===== config.mk =====
export PLATFORM = sky130hd
export DESIGN_NAME = lzrw1_stream_unpacker
export DESIGN_NICKNAME = d
export VERILOG_FILES = /design/src/rtl/lzrw1_pkg.sv /design/src/rtl/lzrw1_cw_shifter.sv /design/src/rtl/lzrw1_stream_unpacker.sv
export SDC_FILE = /design/constraint.sdc
export NUM_CORES = 1
export LEC_CHECK = 0
export ABC_CLOCK_PERIOD_IN_PS = 3300
export CAP_MARGIN = 30
export CORE_MARGIN = 5
export CORE_UTILIZATION = 53
export CTS_CLUSTER_DIAMETER = 200
export DETAILED_ROUTE_END_ITERATION = 16
export PLACE_DENSITY = 0.84
export SYNTH_ARGS = -nofsm -noshare
export SYNTH_HDL_FRONTEND = slang
export SYNTH_SLANG_ARGS = --single-unit

===== constraint.sdc =====
create_clock -name clock -period 3.3 [get_ports clock]
set_input_delay 0.495 -clock clock [delete_from_list [all_inputs] [get_ports clock]]
set_output_delay 0.495 -clock clock [all_outputs]
set_load 0.01 [all_outputs]

===== src/rtl/lzrw1_pkg.sv =====
// rtl/lzrw1_pkg.sv - shared types and constants for the LZRW1 stream unpacker
package lzrw1_pkg;

  typedef enum logic [2:0] {
    S_CW,
    S_B0,
    S_B1,
    S_OUT,
    S_DONE,
    S_ERR
  } unpack_state_t;

  localparam int ITEM_W       = 16;
  localparam logic FLAG_LITERAL = 1'b0;
  localparam logic FLAG_COPY    = 1'b1;
  localparam int FLAGS_PER_CW = 8;

endpackage


===== src/rtl/lzrw1_cw_shifter.sv =====
// rtl/lzrw1_cw_shifter.sv - control-word flag shift register with flags-used counter
module lzrw1_cw_shifter
  import lzrw1_pkg::*;
(
  input  logic                    clock,
  input  logic                    reset,
  input  logic                    load_i,
  input  logic [FLAGS_PER_CW-1:0] cw_i,
  input  logic                    shift_i,
  output logic                    flag_o,
  output logic                    cw_exhausted_o
);

  localparam int CNT_W = $clog2(FLAGS_PER_CW);

  logic [FLAGS_PER_CW-1:0] flags_q;
  logic [CNT_W-1:0]        used_q;

  always_ff @(posedge clock or negedge reset) begin
    if (!reset) begin
      flags_q <= '0;
      used_q  <= '0;
    end else if (load_i) begin
      flags_q <= cw_i;
      used_q  <= '0;
    end else if (shift_i) begin
      flags_q <= {flags_q[FLAGS_PER_CW-2:0], 1'b0};
      used_q  <= used_q + CNT_W'(1);
    end
  end

  assign flag_o = flags_q[FLAGS_PER_CW-1];
  // True while the last flag of the byte is current, i.e. this shift uses it up.
  assign cw_exhausted_o = (used_q == CNT_W'(FLAGS_PER_CW - 1));

endmodule


===== src/rtl/lzrw1_stream_unpacker.sv =====
// rtl/lzrw1_stream_unpacker.sv - splits LZRW1 byte/control streams into 16-bit items
module lzrw1_stream_unpacker
  import lzrw1_pkg::*;
#(
  parameter int ITEM_COUNT_WIDTH = 16
) (
  input  logic                        clock,
  input  logic                        reset,
  input  logic [7:0]                  byte_in,
  input  logic                        byte_in_valid,
  input  logic                        byte_in_last,
  output logic                        byte_in_ready,
  input  logic [7:0]                  cw_in,
  input  logic                        cw_in_valid,
  output logic                        cw_in_ready,
  output logic [ITEM_W-1:0]           data_out,
  output logic                        control_word_out,
  output logic                        data_out_valid,
  input  logic                        decompressor_busy,
  output logic                        stream_done,
  output logic                        format_error,
  output logic [ITEM_COUNT_WIDTH-1:0] items_emitted
);

  unpack_state_t               state_q;
  logic [7:0]                  b0_q;
  logic                        last_q;
  logic [ITEM_W-1:0]           data_q;
  logic                        ctrl_q;
  logic                        err_q;
  logic [ITEM_COUNT_WIDTH-1:0] items_q;

  logic cur_flag;
  logic cw_exhausted;
  logic cw_load;
  logic item_xfer;

  assign cw_load   = (state_q == S_CW) && cw_in_valid;
  assign item_xfer = (state_q == S_OUT) && !decompressor_busy;

  lzrw1_cw_shifter u_cw_shifter (
    .clock          (clock),
    .reset          (reset),
    .load_i         (cw_load),
    .cw_i           (cw_in),
    .shift_i        (item_xfer),
    .flag_o         (cur_flag),
    .cw_exhausted_o (cw_exhausted)
  );

  always_ff @(posedge clock or negedge reset) begin
    if (!reset) begin
      state_q <= S_CW;
      b0_q    <= '0;
      last_q  <= 1'b0;
      data_q  <= '0;
      ctrl_q  <= FLAG_LITERAL;
      err_q   <= 1'b0;
      items_q <= '0;
    end else begin
      case (state_q)
        S_CW: begin
          if (cw_in_valid) state_q <= S_B0;
        end
        S_B0: begin
          if (byte_in_valid) begin
            b0_q   <= byte_in;
            last_q <= byte_in_last;
            if (cur_flag == FLAG_LITERAL) begin
              data_q  <= {8'h00, byte_in};
              ctrl_q  <= FLAG_LITERAL;
              state_q <= S_OUT;
            end else if (!byte_in_last) begin
              state_q <= S_B1;
            end else begin
              // A copy needs two bytes; the stream ended after one.
              err_q   <= 1'b1;
              state_q <= S_ERR;
            end
          end
        end
        S_B1: begin
          if (byte_in_valid) begin
            data_q  <= {b0_q, byte_in};
            ctrl_q  <= FLAG_COPY;
            last_q  <= byte_in_last;
            state_q <= S_OUT;
          end
        end
        S_OUT: begin
          if (!decompressor_busy) begin
            items_q <= items_q + ITEM_COUNT_WIDTH'(1);
            if (last_q)            state_q <= S_DONE;
            else if (cw_exhausted) state_q <= S_CW;
            else                   state_q <= S_B0;
          end
        end
        S_DONE: begin
          items_q <= '0;
          state_q <= S_CW;
        end
        S_ERR:   state_q <= S_ERR;
        default: state_q <= S_CW;
      endcase
    end
  end

  assign cw_in_ready      = (state_q == S_CW);
  assign byte_in_ready    = (state_q == S_B0) || (state_q == S_B1);
  assign data_out_valid   = (state_q == S_OUT);
  assign stream_done      = (state_q == S_DONE);
  assign data_out         = data_q;
  assign control_word_out = ctrl_q;
  assign format_error     = err_q;
  assign items_emitted    = items_q;

endmodule


## Word level (Yosys, flattened, before mapping)

Index checks and enable logic that the tools add are counted.

- Reduce and logical (&&, ||, !) cells: 15
- Mux-type cells: 23
- Equality and inequality tests: 11
- Add/subtract/negate cells: 2

Operator list:

| cell | number |
|---|---|
| 16-bit two-way mux | 4 |
| 16-bit one-hot mux with 2 select lines | 2 |
| 3-bit two-way mux | 9 |
| 16-bit by 1-bit adder with 16-bit output (second input constant) | 1 |
| 8-bit two-way mux | 2 |
| 3-bit one-hot mux with 5 select lines | 1 |
| 4-bit AND reduction | 3 |
| 2-bit inequality test (second input constant) | 5 |
| 3-bit equality test (second input constant) | 3 |
| 3-bit by 2-bit equality test with 1-bit output (second input constant) | 2 |
| 2-bit AND reduction | 3 |
| 2-bit nonzero test | 3 |
| 1-bit two-way mux | 4 |
| 3-bit by 1-bit adder with 3-bit output (second input constant) | 1 |
| 3-bit by 1-bit equality test with 1-bit output (second input constant) | 1 |
| 3-bit zero test | 1 |
| 1-bit logical AND | 2 |
| 1-bit one-hot mux with 2 select lines | 1 |
| 2-bit OR reduction | 1 |
| 1-bit zero test | 1 |
| 1-bit logical OR | 1 |

- Input port bits: 22
- Register bits after elaboration: 57
- Output and inout bits: 38
- Logic and storage cells: 60

## Longest topological paths before layout

- Word-level depth: 5
- Gate-level depth with buffers: 6
- Gate-level depth less buffers: 5

## Cells and area by module

From an unflattened synthesis, not the netlist that was laid out.

- Cell total of the unflattened synthesis: 229
- Area total of the unflattened synthesis: 2552.4 um2

Modules (own cells, without submodules):

| module | instances | cells an instance | area each (um2) |
|---|---|---|---|
| lzrw1_stream_unpacker | 1 | 183 | 2042.0 |
| lzrw1_cw_shifter | 1 | 46 | 510.5 |

## Least setup slack after synthesis

No wires, ideal clock.

- Kind: reg-to-output
- Start: register state_q[1]
- End: output port stream_done
- Arrival: 1.400 ns
- Setup slack: 1.405 ns
- Stages on the path, launching flop included: 5
- Path buffers: 2
- Cell sequence: dfrtp_1 > buf_2 > or3_1 > inv_1 > buf_1

- Cells in the longest elaborated chain, start to end: 1

Ends and longest elaborated chain:

| item | RTL line | text |
|---|---|---|
| start, declared | lzrw1_stream_unpacker.sv:25 | `unpack_state_t state_q;` |
| start signal, assigned | lzrw1_stream_unpacker.sv:53 | `state_q <= S_CW;` |
| start signal, assigned | lzrw1_stream_unpacker.sv:63 | `if (cw_in_valid) state_q <= S_B0;` |
| start signal, assigned | lzrw1_stream_unpacker.sv:72 | `state_q <= S_OUT;` |
| 3-bit equality test | lzrw1_stream_unpacker.sv:111 | `assign stream_done = (state_q == S_DONE);` |
| end, declared | lzrw1_stream_unpacker.sv:20 | `output logic stream_done,` |

No other way between the ends.

## Worst setup path after layout

- Start: register state_q[2]
- End: output port stream_done

Same word-level chain as after synthesis.

==> metrics.txt <==
global placer's final weighted congestion=approximately 0.80; leakage=~1.6 nW; setup TNS=0 ns; Worst Path Max Fanout=16; Nets=between 300 and 400; crit path DAT=about 2.2 ns; starting density of the core=between 50% and 60%; Post-CTS Resized=0; Synth area leader=dfrtp_1; CP dominant cell by count=inv_1; CTS tree=done; routed wire length=between 5000 and 6000 um; final setup margin=~0.6 ns; global-route wire length before repair=around 9500 um; Worst setup SP type=flop; Detail Placement HPWL=approximately 3900 um; hold slack=about 0.22 ns; RR Endpoint=items_emitted[15]; RR Startpoint=state_q[1]; clk sinks=57; synthesized instance count=about 230; Post-Syn Area=2580 um^2; CP Data Required Time=approximately 2.8 ns; Yosys reg bits=57; Worst Reg-to-Reg Cells=5; final setup fails=0; clk buf depth=2; endpoint type of the worst setup path=output pin; hold-fix buffer count after cts=0; Syn Area/Cell=approximately 11 um^2; P&R area growth vs syn=32.7%; # IOs=60; EDFF count, synth=0; drt first pass iters=4; initial antenna violation count=0; Pwr Total=roughly 1.4 mW; register area=about 1400 um^2; min-delay worst type=input pin to async pin; Routed Antenna Nets=0; DRC=0; share of layout cells above drive strength 1=14.3%; drt initial violations=~160; final hold violations=0; top_reg_cell synth=dfrtp_1; dominant cells by area after synthesis=dfrtp_1, mux2_2, o21ai_0; max cap viols=0; count leader, synth=dfrtp_1; Max Fclk=roughly 370 MHz; crit-path leading delay family=buffers and inverters; Worst R2R Setup Slack=between 1 and 1.5 ns; FFs w/ async S/R, synth=100%; Final Cycle Share=between 80% and 90%; CP Cell Sequence=inv_1 -> or3_1 -> inv_1 -> buf_4 -> clkdlybuf4s50_1; Mapped Nets=~260; routed vias=roughly 2000; sequential fraction of the synthesis area=between 50% and 60%; synth unique cells=43; max incr delay on CP=roughly 0.57 ns; Root Driver=clkbuf_8; pin count of the biggest net entering global routing=34; most instantiated cells after synthesis=dfrtp_1, mux2_2, nand2_1, o21ai_0, inv_1; Worst Path Buf+Inv=4; fill count=~330; per-cell routed wire length=around 15 um; Max VDD drop=352 uV; outcome=finished, final reports clean; fin crit period=approximately 2.7 ns; CP Class=flop to output pin; fin util=between 70 and 80%; Multi-input gate area=1050 um^2; n_diodes=0; die area=approximately 6400 um^2; core area=between 4000 and 5000 um^2; critical path's slowest cell=clkdlybuf4s50_1; chip height=~80 um; Syn. warnings=0; Overall Global Routing Usage=19.4%; clk_skew=about 0.0093 ns; Slew Limit Fails=0; worst slack at placement=around 0.87 ns; Rel. slew slack=about half; Via density=~5.6; TritonCTS Buffers=9; vias in the first global route=between 1500 and 2000; Remaining Overflow, GRT=0; RSZ-0062 raised after global routing=false; postcts setup bufs=0; Worst Tran Pin Value=around 0.75 ns; Worst-Skew Late Latency=between 0.3 and 0.4 ns; top cell type's share of synthesized area=between 50% and 60%; PortBufs=~60; die width=79.7 um; Clock Pin Slew Worst Setup and Hold Paths=roughly 0.070 ns; H-tree levels=3; PwrDens=between 400 and 500 nW/um^2; Rows=25
==> state kept, by name, summed over array words and instances (netlist names) <==
signal / cells
data_out: 16
items_emitted: 16
b0_q: 8
u_cw_shifter.flags_q: 8
state_q: 3
u_cw_shifter.used_q: 3
control_word_out: 1
format_error: 1
last_q: 1
==> cell type report <==
type                       instances  area share [%]
tap                               67            2.45
multi-input combinational        152            30.7
timing repair buffer              63            18.0
inverter                          13            1.43
sequential                        57            41.7
clock buffer                      11            4.13
clock inverter                     5            1.61
==> power breakdown <==
part	switching (mW)	internal [mW]	leakage (nW)
sequential	0	0.699	0.744
clock	0.283	0.366	0.0953
combinational	0.0213	0.0242	0.727
==> worst reg2reg max path, stage by stage (launching register included) <==
cell and delay [ns]:
dfrtp_1 0.57, and4bb_1 0.26, buf_4 0.23, nand4_1 0.25
or4_1 0.54, a21oi_1 0.16
==> worst max-delay path by stage <==
stage	endpoint	cells after the start	from	slack, ns
6_report	stream_done	5	state_q[2]	0.62
5_1_grt	stream_done	5	state_q[2]	0.48
3_3_place_gp	items_emitted[15]	6	decompressor_busy	0.95
3_5_place_dp	items_emitted[15]	6	decompressor_busy	0.87
4_1_cts	stream_done	5	state_q[2]	0.60
2_1_floorplan	stream_done	4	state_q[1]	1.41
==> metrics by stage <==
step	cell area, um^2	std cells
after global placement	3220	352
after global routing	3420	368
after CTS	3420	368
final	3420	368
after floorplan	2580	232
after detailed placement	3220	352
==> layout by cell type, fill, tap and decap left out, types with 3 or more instances in the layout <==
| cell | n |
|---|---|
| nor3_1 | 4 |
| mux2_2 | 19 |
| inv_1 | 13 |
| xor2_1 | 4 |
| and3_1 | 3 |
| dfrtp_1 | 57 |
| o21ai_0 | 15 |
| nor2_1 | 11 |
| xnor2_1 | 4 |
| nand4b_1 | 3 |
| nand2_1 | 15 |
| a21oi_1 | 10 |
| nand4_1 | 3 |
| o31ai_1 | 3 |
| buf_4 | 4 |
| clkbuf_8 | 10 |
| clkdlybuf4s50_1 | 58 |
| a22o_1 | 8 |
| or4_1 | 4 |
| nand3_1 | 10 |
| a22oi_1 | 7 |
| ha_1 | 3 |
==> kinds of logic after synthesis <==
family | synth area share, %
DFF | 55.3
muxes | 8.69
adders and majority gates | 1.46
AOI/OAI and AO/OA | 13.3
xor gates and xnor gates | 2.72
and+or+nand+nor | 14.6
buffers and inverters | 3.93
==> layer usage <==
metal	GRT usage (%)	wire length (um)	vias up
li1	-	-	966
met1	25.6	2430	1006
met2	29.8	2800	59
met3	5.64	281	16
met4	8.28	110	0
met5	0	0	-
Power figures use the tool's default switching activity.
